## config.mk

```make
export PLATFORM = sky130hd
export DESIGN_NAME = stream_mux_rr
export DESIGN_NICKNAME = d
export VERILOG_FILES = /design/src/rtl/stream_mux_rr.sv
export SDC_FILE = /design/constraint.sdc
export NUM_CORES = 1
export LEC_CHECK = 0
export BUFFER_PORTS_ARGS = -buffer_cell sky130_fd_sc_hd__buf_2
export CAP_MARGIN = 20
export CORE_ASPECT_RATIO = 0.9
export CORE_MARGIN = 2
export CORE_UTILIZATION = 40
export CTS_CLUSTER_SIZE = 24
export DETAILED_ROUTE_END_ITERATION = 6
export HOLD_SLACK_MARGIN = 0.02
export PLACE_DENSITY = 0.78
export SETUP_SLACK_MARGIN = 0.4
export SLEW_MARGIN = 20
export SYNTH_ARGS = -nofsm -noshare
export SYNTH_HDL_FRONTEND = slang
export SYNTH_SLANG_ARGS = --single-unit
```

## constraint.sdc

```tcl
create_clock -name clk -period 2.1 [get_ports clk]
set_input_delay 0.42 -clock clk [delete_from_list [all_inputs] [get_ports clk]]
set_output_delay 0.42 -clock clk [all_outputs]
set_load 0.05 [all_outputs]
```

## src/rtl/stream_mux_rr.sv

```systemverilog
// N-input valid/ready stream multiplexer with round-robin arbitration,
// optional packet locking and a one-entry registered output stage.
module stream_mux_rr #(
    parameter int WIDTH        = 32,
    parameter int N_INPUTS     = 4,
    parameter int LOCK_PACKETS = 1,
    parameter int SEL_W        = (N_INPUTS > 1) ? $clog2(N_INPUTS) : 1
) (
    input  logic                      clk,
    input  logic                      rst,
    input  logic [N_INPUTS-1:0]       in_valid,
    output logic [N_INPUTS-1:0]       in_ready,
    input  logic [N_INPUTS*WIDTH-1:0] in_data,
    input  logic [N_INPUTS-1:0]       in_last,
    output logic                      out_valid,
    input  logic                      out_ready,
    output logic [WIDTH-1:0]          out_data,
    output logic                      out_last,
    output logic [SEL_W-1:0]          out_sel
);

    logic [WIDTH-1:0]    ch_data [N_INPUTS];
    logic [N_INPUTS-1:0] grant;
    logic [SEL_W-1:0]    gsel;
    logic                gany;
    logic                load_en;
    logic                xfer;
    logic [SEL_W-1:0]    last_grant;
    logic [SEL_W-1:0]    lock_ch;
    logic                locked;

    for (genvar i = 0; i < N_INPUTS; i++) begin : g_unpack
        assign ch_data[i] = in_data[i*WIDTH +: WIDTH];
    end

    assign load_en = !out_valid || out_ready;

    // Grant depends only on in_valid and registered state, never on in_ready.
    always_comb begin
        int c;
        c     = 0;
        grant = '0;
        gsel  = '0;
        gany  = 1'b0;
        if (locked) begin
            if (in_valid[lock_ch]) begin
                gany = 1'b1;
                gsel = lock_ch;
            end
        end else begin
            for (int k = 1; k <= N_INPUTS; k++) begin
                c = (int'(last_grant) + k) % N_INPUTS;
                if (!gany && in_valid[c]) begin
                    gany = 1'b1;
                    gsel = SEL_W'(c);
                end
            end
        end
        if (gany) grant[gsel] = 1'b1;
    end

    assign in_ready = grant & {N_INPUTS{load_en}};
    assign xfer     = gany && load_en;

    always_ff @(posedge clk) begin
        if (rst) begin
            out_valid  <= 1'b0;
            out_data   <= '0;
            out_last   <= 1'b0;
            out_sel    <= '0;
            last_grant <= SEL_W'(N_INPUTS - 1);
            locked     <= 1'b0;
            lock_ch    <= '0;
        end else if (xfer) begin
            out_valid  <= 1'b1;
            out_data   <= ch_data[gsel];
            out_last   <= in_last[gsel];
            out_sel    <= gsel;
            last_grant <= gsel;
            if (LOCK_PACKETS != 0) begin
                locked  <= !in_last[gsel];
                lock_ch <= gsel;
            end else begin
                locked  <= 1'b0;
                lock_ch <= '0;
            end
        end else if (out_valid && out_ready) begin
            out_valid <= 1'b0;
        end
    end

endmodule

```

* Yosys cells after proc, flatten, opt, wreduce, memory -nomap -nowiden *
Index checks and enable logic that the tools add are counted.
W data, S select, Z words.

operators by class
  add/subtract/negate cells = 4
  muxes and demuxes = 39
  magnitude comparators = 8
  reduce and logical (&&, ||, !) cells = 17
  bitwise operators = 6

operators by type and width
  kind                   number
  $bmux W32 S2           1
  $mux W32               2
  $mux W1                22
  $lt A3 B4 Y1 const B   4
  $bmux W1 S2            6
  $mux W2                6
  $reduce_or A2 Y1       4
  $logic_and A1 B1 Y1    6
  $lt A2 B3 Y1 const B   2
  $logic_not A1 Y1       5
  $add A2 B1 Y2 const B  2
  $add A2 B2 Y2 const B  2
  $and A1 B1 Y1 const A  4
  $and A4 B4 Y4          1
  $mux W4                1
  $ge A3 B3 Y1 const B   1
  $not A2 Y3             1
  $demux W1 S2           1
  $ge A2 B1 Y1 const B   1
  $reduce_bool A2 Y1     1
  $logic_or A1 B1 Y1     1

storage, ports and cells
  word-level logic and storage cells = 80
  output and inout port bits = 40
  input bits = 139
  register bits after elaboration = 39

* Depth between registers and ports, before layout *
  depth after elaboration = 26
  gate-level depth with buffers = 8
  gate-level depth less buffers = 5

* Least setup slack after synthesis *
Ideal clock, no wire load.

  path kind = register -> output
  start = register lock_ch[1]
  end = output in_ready[0]
  path slack = -1.011 ns
  required time = 1.680 ns
  buffers on the path = 1
  data arrival time = 2.691 ns
  cell stages (with the launch flop) = 7
  cell sequence = dfxtp_1 > mux4_2 > nand2b_1 > nand2_1 > or2_0 > clkbuf_1 > nor3_1

between the ends
  longest elaborated chain between the ends = 10
  elaborated cells on any way between the ends = 13
  classes of those cells = order compare (2); mux (9); bitwise (1); reduce/logical (1)

RTL lines
  item                                                                RTL line  RTL
  start: declaration                                                  29        logic [SEL_W-1:0] lock_ch;
  start signal: assignment                                            82        lock_ch <= gsel;
  $bmux W1 S2                                                         46        if (in_valid[lock_ch]) begin
  $mux W1 (not written as such)                                       46
  $mux W2                                                             46
  $mux W2                                                             45        if (locked) begin
  $lt A2 B3 Y1 (not written as such) or $ge A2 B1 Y1 (tied branches)  59        if (gany) grant[gsel] = 1'b1;
  $logic_and A1 B1 Y1 (not written as such)                           59
  $mux W1 (not written as such)                                       59
  $demux W1 S2                                                        59
  $mux W4 *                                                           59
  $and A4 B4 Y4 *                                                     62        assign in_ready = grant & {N_INPUTS{load_en}};
  end: declaration                                                    12        output logic [N_INPUTS-1:0] in_ready,

Every way passes the cells marked *; elsewhere a longest branch is shown, timed or not. The select of a mux whose other input is x is not followed.

* Worst setup path in the final report *
  start = register last_grant[0]
  end = output in_ready[1]

between the ends
  longest elaborated chain between the ends = 24
  elaborated cells on any way between the ends = 42
  classes of those cells = add/sub (4); order compare (2); mux (28); bitwise (1); reduce/logical (7)

RTL lines
  item                                                                RTL line  RTL
  start: declaration                                                  28        logic [SEL_W-1:0] last_grant;
  start signal: assignment                                            71        last_grant <= SEL_W'(N_INPUTS - 1);
  start signal: assignment                                            79        last_grant <= gsel;
  $add A2 B1 Y2                                                       52        c = (int'(last_grant) + k) % N_INPUTS;
  $bmux W1 S2                                                         53        if (!gany && in_valid[c]) begin
  $mux W1 (not written as such) (2 in series)                         53
  $mux W1                                                             53
  $mux W1                                                             45
  $logic_not A1 Y1                                                    53
  $logic_and A1 B1 Y1                                                 53
  $mux W1                                                             53
  [... 7 more ...]                                                    -
  $mux W2                                                             53
  $mux W2                                                             45
  $lt A2 B3 Y1 (not written as such) or $ge A2 B1 Y1 (tied branches)  59
  $logic_and A1 B1 Y1 (not written as such)                           59
  $mux W1 (not written as such)                                       59
  $demux W1 S2                                                        59
  $mux W4 *                                                           59
  $and A4 B4 Y4 *                                                     62

Marked as above.

==> impl_metrics.toml <==
[synthesis]
yosysTopAreaCellShare_pct = 26.90
synth_nets = 469
ys_ff_latch = 39
synth-simple-area-share_pct = 19.57
netlist_area_um2 = 2903
synthMuxAreaShare_pct = 2.284
yosysTopAreaCell = "dfxtp_1"
synth_edf_count = 0
synth_cells = 330
synth_ff_type = "dfxtp_1"
ys.warnings.count = 0
ys_seq_area_share_pct = 26.90
yosysUniqueCellTypes = 38
synth_top_family_by_area = "compound AO/OA/AOI/OAI gates"
synth_xor_area_share_pct = 0
avgSynthCellArea_um2 = 8.796
synth_compound_area_share_pct = 40.43
synth_fa_ha_area_share_pct = 0
ys_top_cells_by_area = "dfxtp_1 27%, a211oi_1 18%, o32ai_2 17%"
synth-async-reset-ratio_pct = 0

[floorplan]
num_io_pins = 179
start_util_pct = 41.24
fp-row-count = 29
die_h_um = 84.82
die-area_um2 = 7955
core_area_um2 = 7039
die_w_um = 93.80

[setup_path]
slowest_stage = "or3b_1"
critPathRequiredTime_ps = 1680
max_stage_delay_ps = 380
worstPathCellList = "buf_6, or3b_1, o211ai_1, buf_4, nand2_8, nor3_4, buf_6"
cp-end-kind = "output pin"
crit_top_cell = "buf_6"
critical_path_buf_inv_count = 3
crit_path_max_fanout = 5
crit_arrival_ps = 1990
cpLargestDelayFamily = "simple AND/OR/NAND/NOR gates"
worstSetupPathType = "reg2out"
cp-start-kind = "flip-flop"

[drt]
drc = 0
wl_per_cell_um = 21.20
wl_um = 13570
post_drt_via_cell_ratio = 5.809
drt-pass1-iter-count = 4
num_vias = 3718
ant_nets = 0
drt_iter0_markers = 111

[final_layout]
drive_gt1_share_pct = 77.70
finalNonFillerCells = 640
fillers = 385
diodes = 0
final_area_um2 = 5842
nNetsFinal = 685
syn_to_final_growth_pct = 101.2
utilization_pct = 82.99

[cts]
cts.sinks = 39
root_buffer = "clkbuf_8"
clk_pin_slew_ps = 90
clockBufferDepth = 2
hold_buffers = 0
cts_tree = "built"
cts_inserted_buffers = 5
worstSkewPairLatency_ps = 290
htree_levels = 2

[placement]
place_ws_ps = -344.4
gp_congestion = 0.7671
hpwl_um = 7460
dpl_cell_area_um2 = 4294
placed_cells = 597
numPortBuffers = 178

[timing]
fin_skew_ps = 5.975
period_share_pct = 114.7
hold_ws_ps = 374.7
max_slew_margin_pct = 77.52
report.final.slew_viol_count = 0
worst-slew-pin-transition_ps = 337.2
final-setup-viol-count = 38
fin_crit_ps = 2408
setup_tns_ps = -8119
clock.fmax_ghz = 0.4152
rsz0062_at_grt = "yes"
hold_viol = 0
fin_ws_ps = -308.3

[power]
power_switching_share_pct = 47.81
p_leak_nw = 2.488
power_mw = 10.34
power_frac_seq_pct = 12.1
p_comb_share_pct = 80.9
power_switching_mw = 4.941
peakVddDrop_uv = 821.8
powerDensity_nw_per_um2 = 1769
internal-power_mw = 5.394
pwr-share-clk_pct = 7.0

[global_route]
gr-total-overflow = 0
grt_pass1_vias = 3907
grt_max_degree = 35
antenna_found_initial = 0
grt_usage_pct = 31.99
grt_pass1_wl_um = 19970

[min_path]
min_path_type = "in2reg"

[outcome]
status = "complete, but fails checks"
violations = "setup timing"

[flow_run]
max_cap_violations = 0
-- Yosys cell counts, types with 2 or more instances --
| library cell | n |
|---|---|
| a211oi_1 | 68 |
| a21oi_1 | 2 |
| and3_1 | 66 |
| buf_2 | 8 |
| buf_6 | 3 |
| clkbuf_1 | 28 |
| dfxtp_1 | 39 |
| inv_1 | 36 |
| mux4_2 | 2 |
| nand2_1 | 2 |
| nand2b_1 | 6 |
| nor2_1 | 2 |
| nor3_1 | 7 |
| o211ai_1 | 3 |
| o21ai_0 | 3 |
| o21ai_1 | 2 |
| o32ai_1 | 3 |
| o32ai_2 | 30 |
-- power groups by stage --
stage	Combinational [mW]	Sequential (mW)	Clock, mW
floorplan	3.37	2.02	0
global placement	5.13	1.22	0
detailed placement	5.26	1.23	0
CTS	7.70	1.23	0.727
global route	8.70	1.28	0.770
finish	8.36	1.25	0.727
-- flip-flops by register name (all words and copies together) (netlist names) --
signal      count
locked          1
last_grant      2
lock_ch         2
out_last        1
out_valid       1
out_data       32
-- cell usage in the layout (no fill, tap or decap), types with 2 or more instances in the layout --
cell,synthesis,routed
buf_2,8,174
and3_4,0,45
a211oi_2,0,45
inv_1,36,36
dfxtp_1,39,34
o32ai_2,30,29
and3_1,66,21
buf_4,0,21
buf_6,3,20
a211oi_4,0,19
buf_12,0,16
buf_16,0,12
nor3_4,0,5
clkbuf_8,0,5
nand2b_1,6,4
a211oi_1,68,4
dfxtp_4,0,4
o211ai_1,3,3
o32ai_1,3,3
clkbuf_16,0,3
buf_8,0,3
a21oi_1,2,2
o21ai_1,2,2
mux4_2,2,2
nand2b_4,0,2
o21ai_4,0,2
-- repair_timing --
| item | CTS | global route |
|---|---|---|
| endpoints found under the setup margin | 43 | 43 |
| cloned | 11 | 2 |
| pin swaps | 63 | 34 |
| gates resized for setup | 156 | 32 |
| buffers inserted | 21 | 1 |
-- worst reg2reg max path: stages, from the launching register on --
cell and delay [ps]:
dfxtp_4 370, buf_6 120, or3b_1 380, o211ai_1 170, buf_4 220, buf_4 120
buf_6 110, buf_6 100, buf_12 120, buf_16 110, and3_4 170, a211oi_2 50
o32ai_2 250
-- kinds of logic after synthesis --
group,Yosys count
AOI/OAI and AO/OA,119
muxes,4
and+or+nand+nor,93
buffers and inverters,75
DFF,39
-- cell type report --
cell class	count	area [um^2]	share of cell area [%]
Tap cell	93	116.4	1.992
Clock inverter	2	37.54	0.6425
Multi-Input combinational cell	216	2663	45.58
Inverter	36	135.1	2.313
Sequential cell	39	797.0	13.64
Clock buffer	6	93.84	1.606
Timing Repair Buffer	248	1999	34.23
-- layer usage --
layer | wire (um) | track usage [%] | vias to the layer above
met2 | 7039 | 56.23 | 170
met5 | 0 | 0 | -
li1 | - | - | 1701
met4 | 390 | 11.73 | 0
met1 | 5270 | 37.89 | 1809
met3 | 868 | 7.460 | 38
-- worst paths after layout --
| path | startpoint | endpoint | slack (ps) | cells past startpoint |
|---|---|---|---|---|
| setup reg to reg | last_grant[0] | out_data[14] | -270 | 12 |
| setup / recovery | last_grant[0] | in_ready[1] | -310 | 7 |
| hold / removal | rst | out_valid | 370 | 2 |
| hold reg to reg | out_data[2] | out_data[2] | 460 | 2 |
No activity file was read; power rests on OpenSTA's default activity.
